## src/rtl/uart_pkg.sv

```systemverilog
// Shared types and helpers for the UART transmit scheduler.
// State encoding, default watchdog limit and one-hot helper.
package uart_pkg;

  typedef enum logic [0:0] {
    IDLE = 1'b0,
    WAIT = 1'b1
  } sched_state_t;

  localparam int TIMEOUT_DEF = 4096;

  function automatic logic [7:0] onehot(input logic [2:0] idx);
    return 8'b1 << idx;
  endfunction

endpackage

```

## src/rtl/uart_rr_pick.sv

```systemverilog
// Rotate-priority pick: first set request at or above ptr,
// wrapping modulo N_REQ.
module uart_rr_pick #(
  parameter int N_REQ = 4
) (
  input  logic [N_REQ-1:0]         req,
  input  logic [$clog2(N_REQ)-1:0] ptr,
  output logic [$clog2(N_REQ)-1:0] idx,
  output logic                     found
);

  localparam int IW = $clog2(N_REQ);

  function automatic logic [IW-1:0] rot(
    input logic [IW-1:0] p,
    input int            off
  );
    int s;
    s = int'(p) + off;
    if (s >= N_REQ) s = s - N_REQ;
    return IW'(s);
  endfunction

  // Scan from the far end so the nearest offset wins last.
  always_comb begin
    idx   = '0;
    found = 1'b0;
    for (int i = N_REQ - 1; i >= 0; i--) begin
      if (req[rot(ptr, i)]) begin
        idx   = rot(ptr, i);
        found = 1'b1;
      end
    end
  end

endmodule

```

## src/rtl/uart_tx_sched.sv

```systemverilog
// Round-robin burst scheduler sharing one UART transmitter
// between N_REQ byte producers, with a transmit watchdog.
module uart_tx_sched
  import uart_pkg::*;
#(
  parameter int N_REQ     = 4,
  parameter int MAX_BURST = 4,
  parameter int TIMEOUT   = TIMEOUT_DEF
) (
  input  logic               clk,
  input  logic               rst,
  input  logic [N_REQ-1:0]   req_valid,
  input  logic [8*N_REQ-1:0] req_data,
  output logic [N_REQ-1:0]   req_ready,
  output logic               tx_enb,
  output logic [7:0]         tx_data,
  input  logic               tx_done,
  output logic [N_REQ-1:0]   grant,
  output logic               busy,
  output logic               err_timeout
);

  localparam int IW = $clog2(N_REQ);
  localparam int BW = $clog2(MAX_BURST + 1);
  localparam int WW = $clog2(TIMEOUT);

  localparam logic [0:0] ST_IDLE = IDLE;
  localparam logic [0:0] ST_WAIT = WAIT;

  logic [0:0]    state;
  logic [IW-1:0] ptr;
  logic [IW-1:0] owner;
  logic [BW-1:0] burst_cnt;
  logic [WW-1:0] wd_cnt;

  logic [IW-1:0]    pick_idx;
  logic             pick_found;
  logic [N_REQ-1:0] pick_oh;
  logic [7:0]       pick_data;
  logic [7:0]       own_data;
  logic [IW-1:0]    nxt_ptr;
  logic             wd_expire;
  logic             cont;

  uart_rr_pick #(
    .N_REQ(N_REQ)
  ) u_pick (
    .req  (req_valid),
    .ptr  (ptr),
    .idx  (pick_idx),
    .found(pick_found)
  );

  assign pick_oh   = N_REQ'(onehot(3'(pick_idx)));
  assign pick_data = req_data[pick_idx*8 +: 8];
  assign own_data  = req_data[owner*8 +: 8];
  assign nxt_ptr   = (owner == IW'(N_REQ - 1)) ? '0
                   : owner + 1'b1;
  assign wd_expire = (wd_cnt == WW'(TIMEOUT - 1));
  assign cont      = req_valid[owner]
                   && (burst_cnt < BW'(MAX_BURST));

  always_ff @(posedge clk) begin
    if (rst) begin
      state       <= ST_IDLE;
      ptr         <= '0;
      owner       <= '0;
      burst_cnt   <= '0;
      wd_cnt      <= '0;
      req_ready   <= '0;
      tx_enb      <= 1'b0;
      tx_data     <= '0;
      grant       <= '0;
      busy        <= 1'b0;
      err_timeout <= 1'b0;
    end else begin
      tx_enb      <= 1'b0;
      req_ready   <= '0;
      err_timeout <= 1'b0;
      case (state)
        ST_IDLE: begin
          if (pick_found) begin
            state     <= ST_WAIT;
            busy      <= 1'b1;
            owner     <= pick_idx;
            grant     <= pick_oh;
            req_ready <= pick_oh;
            tx_enb    <= 1'b1;
            tx_data   <= pick_data;
            burst_cnt <= BW'(1);
            wd_cnt    <= '0;
          end
        end
        ST_WAIT: begin
          // Completion outranks a coincident watchdog expiry.
          if (tx_done && cont) begin
            req_ready <= grant;
            tx_enb    <= 1'b1;
            tx_data   <= own_data;
            burst_cnt <= burst_cnt + 1'b1;
            wd_cnt    <= '0;
          end else if (tx_done || wd_expire) begin
            err_timeout <= !tx_done;
            state       <= ST_IDLE;
            busy        <= 1'b0;
            grant       <= '0;
            ptr         <= nxt_ptr;
          end else if (!(&wd_cnt)) begin
            wd_cnt <= wd_cnt + 1'b1;
          end
        end
        default: state <= ST_IDLE;
      endcase
    end
  end

endmodule

```

## config.mk

```make
export PLATFORM = sky130hd
export DESIGN_NAME = uart_tx_sched
export DESIGN_NICKNAME = d
export VERILOG_FILES = /design/src/rtl/uart_pkg.sv /design/src/rtl/uart_rr_pick.sv /design/src/rtl/uart_tx_sched.sv
export SDC_FILE = /design/constraint.sdc
export NUM_CORES = 1
export LEC_CHECK = 0
export ABC_AREA = 1
export CORE_ASPECT_RATIO = 1.5
export CORE_UTILIZATION = 52
export DETAILED_ROUTE_END_ITERATION = 6
export GPL_TIMING_DRIVEN = 0
export PLACE_DENSITY = 0.95
export SYNTH_ARGS = -nofsm -noshare
export SYNTH_HDL_FRONTEND = slang
export SYNTH_SLANG_ARGS = --single-unit
```

## constraint.sdc

```tcl
create_clock -name clk -period 3 [get_ports clk]
set_input_delay 0.3 -clock clk [delete_from_list [all_inputs] [get_ports clk]]
set_output_delay 0.3 -clock clk [all_outputs]
set_load 0.01 [all_outputs]
```

==> impl_metrics.json, run 1 <==
{
  "power_mw": 1.54,
  "die_w_um": 54.9,
  "core-area_um2": 3990,
  "cts_setup_buffers": 0,
  "grt_pass1_vias": 2387,
  "ant_nets": 0,
  "maxSlewHeadroom_pct": 66.6,
  "ys_seq_area_share_pct": 35.8,
  "final-max-slew-violation-count": 0,
  "firstDrtPassIters": 4,
  "status": "completed",
  "worstSetupPathType": "in -> reg",
  "crit_path_frequent_cell": "nand2_1",
  "clock_sinks": 39,
  "cp.required_ns": 3.19,
  "antenna_cells": 0,
  "hp-class": "reg -> reg",
  "synth_top_area_share_pct": 35.8,
  "rsz0062_at_grt": "no",
  "tightest_slew_ns": 0.497,
  "syn-instance-count": 325,
  "viasPerCell": 5.60,
  "vias": 2434,
  "synth_area_um2": 2180,
  "holdBufCountCts": 0,
  "drt_wl_total_um": 5950,
  "clk_latency_ns": 0.29,
  "crit_fanout": 10,
  "ys_top_cells_by_area": "dfxtp_1, nand2_1, nand3_1, a21oi_1, inv_1",
  "rows": 28,
  "crit_cells": 15,
  "grt_pass1_wl_um": 9720,
  "timing.final.crit_share_pct": 67.6,
  "synthArstFlopShare_pct": 0,
  "setup_viol": 0,
  "syn_nets": 367,
  "fin_crit_ns": 2.03,
  "cp_num_buf_inv": 4,
  "initial_core_util_pct": 54.6,
  "synth_cell_types": 30,
  "die_h_um": 81.3,
  "io_pins": 58,
  "met3_length_um": 262,
  "postLayoutCoreUtil_pct": 72.6,
  "grt_max_degree": 14,
  "place_congestion": 0.905,
  "worst_path_max_delay_cell": "clkdlybuf4s50_1",
  "syn_avg_cell_area_um2": 6.71,
  "slowest_delay_ns": 0.52,
  "fin_skew_ns": 0.00249,
  "avgRoutedWirePerCell_um": 13.7,
  "root_buffer": "clkbuf_8",
  "drc_errors": 0,
  "max_freq_mhz": 493,
  "rr_worst_depth": 11,
  "synth_ff_type": "dfxtp_1",
  "fin_tns_setup_ns": 0,
  "synth_top_area_cell": "dfxtp_1",
  "port_buffers": 57,
  "numCtsBuffers": 5,
  "synth_seq_cells": 39,
  "drv_cap": 0,
  "hold_depth": 2,
  "antenna_found_initial": 0,
  "grt_overflow": 0,
  "die_area_um2": 4460,
  "area_growth_pct": 32.8,
  "met1_length_um": 2290,
  "grt_usage_pct": 29.5,
  "stdcell_area_um2": 2900,
  "synth_edf_count": 0,
  "top_layer": "met4",
  "final_hold_viol_count": 0,
  "peakVddDrop_v": 0.000384,
  "place_area_um2": 2810,
  "met2_length_um": 3130,
  "endpoint_kind": "flop",
  "clk_pin_slew_ns": 0.08,
  "cts-resized-gates": 0,
  "critPathArrivalTime_ns": 2.22,
  "drt_iter0_markers": 96,
  "dp_hpwl_um": 4400,
  "final_layout_size_suffix_gt1_share_pct": 8.46,
  "ys_warn_count": 0,
  "cts_tree": "built",
  "nNetsFinal": 431,
  "cp_cell_sequence": "clkdlybuf4s50_1, inv_1, o21ai_1, nand2_1, nand2_1, inv_2, nand2_1, nand2_2, nand3_4, nand2_4, buf_6, nand2_1, nand3_1, nand3_1, nand2_1",
  "start_kind": "input port",
  "cp_top_family": "simple AND/OR/NAND/NOR gates",
  "p_leak_nw": 1.16,
  "cts_buffer_depth": 2,
  "power_per_cell_area_nw_per_um2": 530,
  "htree_levels": 2
}
[through the flow]
step	setup WS, ns	instances	hold slack (ns)
floorplan	1.35	325	0.379
global placement	0.746	427	0.429
detailed placement	0.686	427	0.439
CTS	0.973	435	0.452
global route	0.780	435	0.473
finish	0.971	435	0.451
[area by class of cell]
class                           instances  area, um2
Multi-Input combinational cell        250       1230
Fill cell                             320       1100
Sequential cell                        39        781
Timing Repair Buffer                   57        571
Inverter                               27        101
Clock buffer                            5       68.8
Buffer                                  9       68.8
Tap cell                               45       56.3
Clock inverter                          3       20.0
[sequential cells by signal, summed over array words and instances, names as in the netlist]
name         flops
burst_cnt        3
busy             1
err_timeout      1
grant            4
owner            2
ptr              2
req_ready        4
state            1
tx_data          8
tx_enb           1
wd_cnt          12
[power by group]
part | total (mW) | switching (mW) | internal (mW)
logic | 0.568 | 0.321 | 0.247
clock network | 0.359 | 0.197 | 0.162
registers | 0.610 | 0.0365 | 0.573
total | 1.54 | 0.554 | 0.982
[per-layer routing]
metal	GRT usage, %	vias to the layer above
li1	-	1196
met3	5.81	28
met1	29.6	1124
met4	16.0	0
met5	0	-
met2	53.9	86
[path summary, 6_finish.rpt]
kind / start / endpoint / slack (ns)
setup / recovery: req_valid[0] / tx_data[6] / 0.97
hold / removal: tx_data[1] / tx_data[1] / 0.45
setup reg to reg: wd_cnt[0] / wd_cnt[9] / 1.02
hold reg to reg: tx_data[1] / tx_data[1] / 0.45
[cells in the mapped netlist (4+ instances only)]
master   number
a21oi_1      25
nor2_1       14
buf_6         4
nand3_1      60
inv_1        24
o21ai_0       4
nor2_4        4
nor3_1        6
nand2_1     105
dfxtp_1      39
[worst register-to-register path: stages (launching register included)]
cell,delay (ns)
dfxtp_1,0.42
ha_1,0.27
nand2_1,0.09
nor2_2,0.21
nand3_1,0.12
nand2_1,0.10
nand2_1,0.08
nand2_1,0.08
nand2_2,0.11
buf_4,0.21
nand2_1,0.09
a21oi_1,0.06
[cell usage in the layout (no fill, tap or decap), types with 2 or more instances in the layout]
cell,count
nor2_2,2
clkbuf_8,5
clkdlybuf4s50_1,57
clkbuf_1,3
inv_1,24
a21oi_2,2
buf_6,4
nor2_1,14
o21ai_1,3
a21oi_1,25
nor3_1,6
inv_2,3
nand3_1,60
nor2_4,4
nand4_1,3
nand2_1,105
xor2_1,3
a31oi_1,2
clkinvlp_4,2
ha_1,3
o21ai_0,4
nand3_2,2
nand2_2,3
a211oi_1,3
dfxtp_1,39
[cells by family after synthesis]
group	share of synthesized area, %
AO/OA/AOI/OAI	10.1
adder cells (fa/ha/maj)	1.72
AND/OR/NAND/NOR	43.0
flip-flops	35.8
XOR/XNOR	1.61
buffers and inverters	7.80
(Power assumes the default switching activity.)
==> run 2, diff against run 1 <==
CORE_UTILIZATION = 44   (was 52)
PLACE_DENSITY = 0.87   (was 0.95)
clock period = 1.8 ns   (was 3 ns; I/O delays follow)
==> impl_metrics.json, run 2 (same netlist as run 1, synthesis figures left out) <==
{
  "endpoint": "wd_cnt[11]",
  "whs_ns": 0.450,
  "grt_overflow": 0,
  "top_regs": "wd_cnt x12, tx_data x8",
  "rr_startpoint": "owner[1]",
  "drt_wl_total_um": 6590,
  "clock_sinks": 39,
  "slowest_delay_ns": 0.44,
  "crit_fanout": 8,
  "postLayoutCoreUtil_pct": 69.1,
  "fin_tns_setup_ns": -0.0366,
  "timing.final.crit_share_pct": 102,
  "cp_cell_sequence": "inv_1, a21oi_1, o21ai_0, nand2_1, nand2_2, buf_4, a21oi_4, nand2_1, a21oi_1",
  "fin_skew_ns": 0.00361,
  "rr_worst_depth": 9,
  "status": "finished, violations left",
  "final_layout_size_suffix_gt1_share_pct": 21.8,
  "avgRoutedWirePerCell_um": 13.9,
  "clk_latency_ns": 0.29,
  "firstDrtPassIters": 7,
  "fin_ws_ns": -0.0287,
  "viasPerCell": 5.34,
  "vias": 2531,
  "r2r-end": "wd_cnt[11]",
  "violations": "setup timing",
  "min_from": "tx_data[2]",
  "final_cell_mix": "nand2_1, nand3_1, clkdlybuf4s50_1, dfxtp_1, inv_1",
  "r2r_setup_slack_ns": -0.03,
  "die_area_um2": 5250,
  "largest_reg_flops": 12,
  "tightest_slew_ns": 0.496,
  "cp.required_ns": 2.02,
  "worstSetupPathType": "reg -> reg",
  "die_w_um": 59.5,
  "port_buffers": 57,
  "nNetsFinal": 449,
  "root_buffer": "clkbuf_8",
  "endpoint_kind": "flop",
  "power_per_cell_area_nw_per_um2": 911,
  "cts_tree": "built",
  "die_h_um": 88.3,
  "area_growth_pct": 52.4,
  "dp_hpwl_um": 4320,
  "io_pins": 58,
  "numCtsBuffers": 5,
  "critPathArrivalTime_ns": 2.05,
  "grt_max_degree": 13,
  "grt_pass1_vias": 2302,
  "drc_errors": 0,
  "rsz0062_at_grt": "yes",
  "maxSlewHeadroom_pct": 66.9,
  "final_hold_viol_count": 0,
  "layout_commonest_cell": "nand2_1",
  "start_kind": "flop",
  "p_leak_nw": 1.34,
  "antenna_cells": 0,
  "max_freq_mhz": 547,
  "rows": 31,
  "peakVddDrop_v": 0.000477,
  "place_congestion": 0.897,
  "top_register": "wd_cnt",
  "power_mw": 3.03,
  "fin_crit_ns": 1.83,
  "setup_viol": 2,
  "grt_pass1_wl_um": 9660,
  "dp_slack_ns": -0.370,
  "final-max-slew-violation-count": 0,
  "core-area_um2": 4810,
  "worst_path_max_delay_cell": "dfxtp_1",
  "clk_pin_slew_ns": 0.08,
  "hp-class": "reg -> reg",
  "drt_iter0_markers": 155,
  "initial_core_util_pct": 45.4,
  "drv_cap": 0,
  "cts_buffer_depth": 2,
  "holdBufCountCts": 0,
  "htree_levels": 2,
  "antenna_found_initial": 0,
  "crit_start": "owner[1]",
  "ant_nets": 0,
  "grt_usage_pct": 23.7
}
-- run 2: changes by cell type in the layout (fill, tap and decap cells not counted), sizes merged, moves of 2 or more --
cell,previous run,this run
clkinvlp,2,0
bufinv,0,2
buf,6,22
clkbuf,8,10
-- run 2: metrics by stage --
stage,cells,area (um2)
finish,474,3320
global route,474,3320
global placement,448,2840
detailed placement,448,2840
floorplan,325,2180
CTS,463,3060
-- run 2: metal layers --
| layer | wire length [um] | global-route usage (%) | vias to the layer above |
|---|---|---|---|
| met5 | 0 | 0 | - |
| met3 | 251 | 3.80 | 26 |
| met4 | 229 | 12.3 | 0 |
| li1 | - | - | 1244 |
| met2 | 3640 | 44.5 | 85 |
| met1 | 2470 | 24.6 | 1176 |
-- run 2: critical path: cells and delay by family, from the launching register on --
kind | cells | cell delay (ns)
buf+inv | 2 | 0.24
compound gates | 4 | 0.68
flops | 1 | 0.44
simple gates | 3 | 0.41
-- run 2: layout make-up --
cell class	instances	area, um2
Timing Repair Buffer	74	731
Multi-Input combinational cell	251	1390
Sequential cell	39	797
Clock buffer	6	72.6
Buffer	9	80.1
Inverter	27	111
Clock inverter	2	60.1
Tap cell	66	82.6
Fill cell	376	1490
-- run 2: report_power, final --
| group | internal (mW) | switching, mW | leakage [nW] |
|---|---|---|---|
| clock | 0.554 | 0.312 | 0.0654 |
| combinational | 0.529 | 0.609 | 0.946 |
| sequential | 0.958 | 0.0681 | 0.324 |
| total | 2.04 | 0.990 | 1.34 |
-- run 2: how the worst min path moves through the flow --
stage	to	cells after the start
global route	tx_data[4]	2
floorplan	err_timeout	1
finish	tx_data[2]	2
global placement	wd_cnt[8]	2
CTS	wd_cnt[8]	2
detailed placement	wd_cnt[8]	2
-- run 2: what timing repair did --
action | 4_1_cts | 5_1_grt
resized for setup | 11 | 52
setup endpoints to repair | 24 | 29
buffers inserted | 6 | 9
pin swaps | 3 | 17
endpoints found under the hold margin | 0 | 0
gates cloned | 1 | 2
==> patch 1, RTL diff (flow settings as in run 1) <==
Put one more register stage on the output `err_timeout`, without a reset. The value now appears one clock later. The other outputs are not delayed to match.
--- a/src/rtl/uart_tx_sched.sv
+++ b/src/rtl/uart_tx_sched.sv
@@ -28,2 +28,4 @@
   localparam logic [0:0] ST_WAIT = WAIT;
+
+  logic err_timeout_s0;
 
@@ -74,3 +76,3 @@
       busy        <= 1'b0;
-      err_timeout <= 1'b0;
+      err_timeout_s0 <= 1'b0;
     end else begin
@@ -78,3 +80,3 @@
       req_ready   <= '0;
-      err_timeout <= 1'b0;
+      err_timeout_s0 <= 1'b0;
       case (state)
@@ -102,3 +104,3 @@
           end else if (tx_done || wd_expire) begin
-            err_timeout <= !tx_done;
+            err_timeout_s0 <= !tx_done;
             state       <= ST_IDLE;
@@ -116,2 +118,6 @@
 
+  always_ff @(posedge clk) begin
+    err_timeout <= err_timeout_s0;
+  end
+
 endmodule
Check against the original RTL: same outputs for any inputs over 4 cycles, from zero or initial values and one cycle with rst high; that may be too few to reach the edited logic, so the function may still have changed.
==> patch 1 against run 1 <==
- design area increased by 0.73%
- via count is 1.8% lower
- total power rose by 2.3%
- register-to-register slack lost 30 ps
- setup slack lost 0.68 ps
- synthesized area grew 0.63%
- global-route usage is 0.41 points lower
- routed wire length is 2.1% lower
- sequential cell count rose by 1
==> patch 1: results (changes against run 1) <==
Final layout
  – Non-Filler Instances: 437 (+0.46%)
  – Layout cell share with drive strength beyond 1: 9.44% (+0.98 points)
  – Nets@finish: 434 (+0.70%)
  – Fill count: 323 (+0.94%)

Logic synthesis
  – Xor/xnor share of the synthesized area: 1.20% (-0.41 points)
  – Register area share after synthesis: 36.5% (+0.69 points)
  – Synth Net Count: 370 (+0.82%)
  – Most common library cells after synthesis: nand2_1, nand3_1, dfxtp_1
  – Library cells used by synthesis: 29 (-3.3%)
  – Synthesized-area fraction occupied by adder cells: 1.71% (-0.011 points)
  – Compound-Gate Fraction of Synth Area: 10.3% (+0.16 points)
  – Ranking of synthesized cells by area: dfxtp_1, nand2_1, nand3_1
  – Avg Cell Area, Syn: 6.69 um^2 (-0.29%)

Worst setup path
  – CP max-delay cell: clkdlybuf4s50_1
  – Worst flop-to-flop path endpoint: tx_data[0]$_SDFFE_PP0P_
  – R2R cell count: 15 (+4)
  – Max incr delay on CP: 500 ps (-20 ps)
  – Flop2flop setup slack: 990 ps (-30 ps)
  – R2r startpoint: ptr[0]$_SDFFE_PP0P_

Global route
  – Number of global-route vias before repair: 2370 (-0.71%)
  – Global-route wire length before repair: 9.59 mm (-1.3%)
  – Total GRT Usage: 29.1% (-0.41 points)
  – Pin count of the biggest net entering global routing: 12 (-2)

Placed design
  – Final Wtd Congestion: 0.886 (-2.0%)
  – Worst Setup Slack post-DPL: 696 ps (+10.2 ps)
  – Post-DP HPWL: 4.43 mm (+0.62%)

Worst hold path
  – Hold Crit Start: err_timeout_s0$_SDFF_PP0_
  – Hold Path Depth: 0 (-2)
  – Hold EP: err_timeout$_DFF_P_

Route
  – Via density: 5.47 (-2.3%)
  – DR iter-0 viols: 64 (-33%)
  – Post-DR wirelength/cell: 13.3 um (-2.5%)

STA
  – Worst-Margin Slew: 519 ps (+22.7 ps)
  – Final WS setup: 970 ps (-0.683 ps)
  – Final clock skew: 3.71 ps (+1.22 ps)

Power and ir drop
  – LEAKAGE: 1.25 nW (+7.7%)
  – Max VDD drop: 0.429 mV (+12%)

Run status
  – Status: finished, final reports clean
## patch 1: final cells by class
class / count / share of cell area (%)
Inverter: 34 / 4.54
Tap cell: 45 / 1.93
Timing Repair Buffer: 57 / 19.5
Multi-Input combinational cell: 245 / 41.0
Clock buffer: 7 / 3.30
Buffer: 9 / 2.27
Sequential cell: 40 / 27.4
## patch 1: worst max path at each step
stage,from,endpoint,cells after the start
global route,ptr[0]$_SDFFE_PP0P_,tx_data[0]$_SDFFE_PP0P_,15
floorplan,wd_cnt[0]$_SDFFE_PP0P_,wd_cnt[1]$_SDFFE_PP0P_,11
detailed placement,req_valid[1],tx_data[0]$_SDFFE_PP0P_,15
finish,req_valid[1],tx_data[0]$_SDFFE_PP0P_,15
global placement,req_valid[1],tx_data[0]$_SDFFE_PP0P_,15
CTS,req_valid[1],tx_data[0]$_SDFFE_PP0P_,15
## patch 1: routing by layer
metal | vias up | track usage [%] | share of wire [%]
met5 | - | 0 | 0
met4 | 0 | 14.8 | 2.5
met3 | 13 | 7.04 | 5.6
met2 | 91 | 54.7 | 55
met1 | 1089 | 27.4 | 37
li1 | 1196 | - | -
## patch 1: worst register-to-register path: stages, from the launching register on
cell and delay [ps]:
dfxtp_1 330, buf_6 150, inv_6 50, nand2_1 60, nand2_1 80, nand2_2 100, nand2_2 70, nor2_2 140
nor2_1 70, nand2_2 100, nand3_4 150, buf_2 240, nand3_1 110, nand3_1 110, nand3_1 120, nand2_1 50
## patch 1: report_power, final
part           switching [mW]  internal [mW]  total [mW]
logic                   0.327          0.243       0.570
registers              0.0361          0.588       0.624
clock network           0.173          0.205       0.378
## patch 1: per-stage QoR
step | hold WS, ps | area, um^2
floorplan | 310 | 2200
global placement | 312 | 2820
detailed placement | 322 | 2820
CTS | 337 | 2920
global route | 339 | 2920
finish | 334 | 2920
==> patch 2, RTL diff (config.mk and constraints of run 1) <==
Made on the original files. `TIMEOUT_DEF`: 4096 -> 1024.
--- a/src/rtl/uart_pkg.sv
+++ b/src/rtl/uart_pkg.sv
@@ -9,3 +9,3 @@
 
-  localparam int TIMEOUT_DEF = 4096;
+  localparam int TIMEOUT_DEF = 1024;
 
Formal check against the unedited RTL: same outputs for any inputs over 4 cycles, from zero or initial values and one cycle with rst high; that may be too few to reach the edited logic, so the function may still have changed.
==> patch 2 against run 1 <==
- utilization increased by 2.3 points
- routed wire length is 5.7% lower
- total power rose by 2.4%
- fmax is 0.93% lower
- setup slack worse by 19 ps
- count of clock-buffer cells in the layout grew 2
- sequential cell count down 2
- design area fell by 3.1%
- synthesized area down 4.6%
- synthesized cell count down 7.1%
- largest cell class unchanged
- largest power group unchanged
- highest routed layer unchanged
==> patch 2: results (changes against run 1) <==
Run status
  – Status: finished, final reports clean

Logic synthesis
  – Most common library cells after synthesis: nand2_1, nand3_1, dfxtp_1
  – Register area share after synthesis: 35.6% (-0.20 points)
  – Post-synth ARST share: 0% (unchanged)
  – Ranking of synthesized cells by area: dfxtp_1, nand2_1, nand3_1
  – Synth warn: 0 (unchanged)
  – Synth Net Count: 344 (-6.3%)
  – Post-Syn Instances: 302 (-7.1%)
  – Library cells used by synthesis: 30 (unchanged)

STA
  – Worst rel slew slack: 61.9% (-4.7 points)
  – Final clock skew: 9.07 ps (+6.58 ps)

Power and ir drop
  – Max VDD drop: 0.447 mV (+16%)
  – LEAKAGE: 1.19 nW (+2.5%)
  – Cell internal pwr: 1.02 mW (+3.5%)

Worst hold path
  – Min-delay worst type: register to register

Placed design
  – Final Wtd Congestion: 0.964 (+6.6%)
  – Post-DP HPWL: 4.29 mm (-2.7%)
  – Number of port buffers: 57 (unchanged)
  – Post-Place Cells: 402 (-5.9%)

Final layout
  – Fill count: 279 (-13%)
  – Top Registers: wd_cnt x10, tx_data x8
  – Nets@finish: 408 (-5.3%)
  – Layout cell share with drive strength beyond 1: 12.0% (+3.5 points)

CTS
  – Clock Latency Late Sink: around 300 ps
  – Post-CTS Resized: 0 (unchanged)
  – Clock root buffer: clkbuf_8
  – CTS Buf Count: 5 (unchanged)
  – H-tree levels: 2 (unchanged)

Global route
  – Total GRT Usage: 27.9% (-1.6 points)
  – Global-route wire length before repair: 8.83 mm (-9.2%)
  – Number of global-route vias before repair: 2064 (-14%)
  – Initial antenna violation count: 0 (unchanged)
  – Pin count of the biggest net entering global routing: 12 (-2)

Worst setup path
  – Crit path DAT: 2280 ps (+60 ps)
  – Max incr delay on CP: 470 ps (-50 ps)
  – Critical path peak fanout: 8 (-2)
  – CP max-delay cell: clkdlybuf4s50_1

Route
  – Drt first pass iters: 5 (+1)
  – Via density: 5.53 (-1.1%)
  – Final wirelength: 5.61 mm (-5.7%)
  – DR iter-0 viols: 66 (-31%)
  – Post-DR wirelength/cell: 13.7 um (about the same)
==> patch 2: cell count changes after synthesis, sizes merged, moves of 2 or more <==
cell | run 1 | this run
nand2 | 109 | 97
a21oi | 27 | 20
o21ai | 7 | 12
nor3 | 7 | 3
xor2 | 3 | 0
a31oi | 2 | 0
dfxtp | 39 | 37
inv | 27 | 29
nand3 | 63 | 61
==> patch 2: cells by family (layout without fill, tap and decap cells) <==
logic type | count (synthesis) | in the layout | share of synthesized area, %
adders and majority gates | 3 | 3 | 1.80
AOI/OAI and AO/OA | 39 | 39 | 11.1
DFF | 37 | 37 | 35.6
xor gates and xnor gates | 1 | 1 | 0.421
buffers and inverters | 38 | 103 | 8.59
and+or+nand+nor | 184 | 184 | 42.5
==> patch 2: area by class of cell <==
cell class              count  area, um^2  share of cell area [%]
repair buffers             57         571                    20.3
multi-input cells         227        1160                    41.4
plain buffers               8        63.8                    2.27
clock buffers               7        96.3                    3.43
inverters                  30         115                    4.10
well taps                  43        53.8                    1.92
flip-flops and latches     37         741                    26.4
clock inverters             1        5.00                   0.178
==> patch 2: power by group through the flow <==
stage               Sequential (mW)  Clock [mW]  Combinational, mW
finish                        0.594       0.386              0.594
global route                  0.600       0.410              0.651
CTS                           0.593       0.387              0.591
detailed placement            0.603           0              0.583
global placement              0.601           0              0.566
floorplan                     0.618           0              0.341
==> patch 2: final timing paths <==
check	from	end	slack [ps]	depth (start not counted)
worst min register to register	tx_data[4]$_SDFFE_PP0P_	tx_data[4]$_SDFFE_PP0P_	460	2
worst max-delay path	req_valid[2]	grant[2]$_SDFFE_PP0P_	950	11
worst max register to register	owner[0]$_SDFFE_PP0P_	grant[2]$_SDFFE_PP0P_	1020	10
worst min-delay path	tx_data[4]$_SDFFE_PP0P_	tx_data[4]$_SDFFE_PP0P_	460	2
==> patch 2: metrics by stage <==
stage / hold slack, ps / power, mW / cell area (um^2) / setup WS (ps)
after floorplan: 414 / 0.959 / 2080 / 1360
after CTS: 457 / 1.57 / 2810 / 964
after global placement: 441 / 1.17 / 2710 / 802
after global routing: 471 / 1.66 / 2810 / 767
after detailed placement: 445 / 1.19 / 2710 / 700
final: 457 / 1.57 / 2810 / 952
==> patch 2: routing by layer <==
metal  vias up  global-route usage (%)  wire length, um
li1       1121                       -                -
met1      1043                    29.0             2150
met2        78                    48.1             2980
met3        26                    6.29              238
met4         0                    17.1              241
met5         -                       0                0
==> patch 2: worst register-to-register path, delay by kind of cell, from the launching register on <==
kind                   cells  cell delay [ps]
AND/OR/NAND/NOR            5              980
buffers and inverters      2              200
AO/OA/AOI/OAI              3              310
flip-flops                 1              450
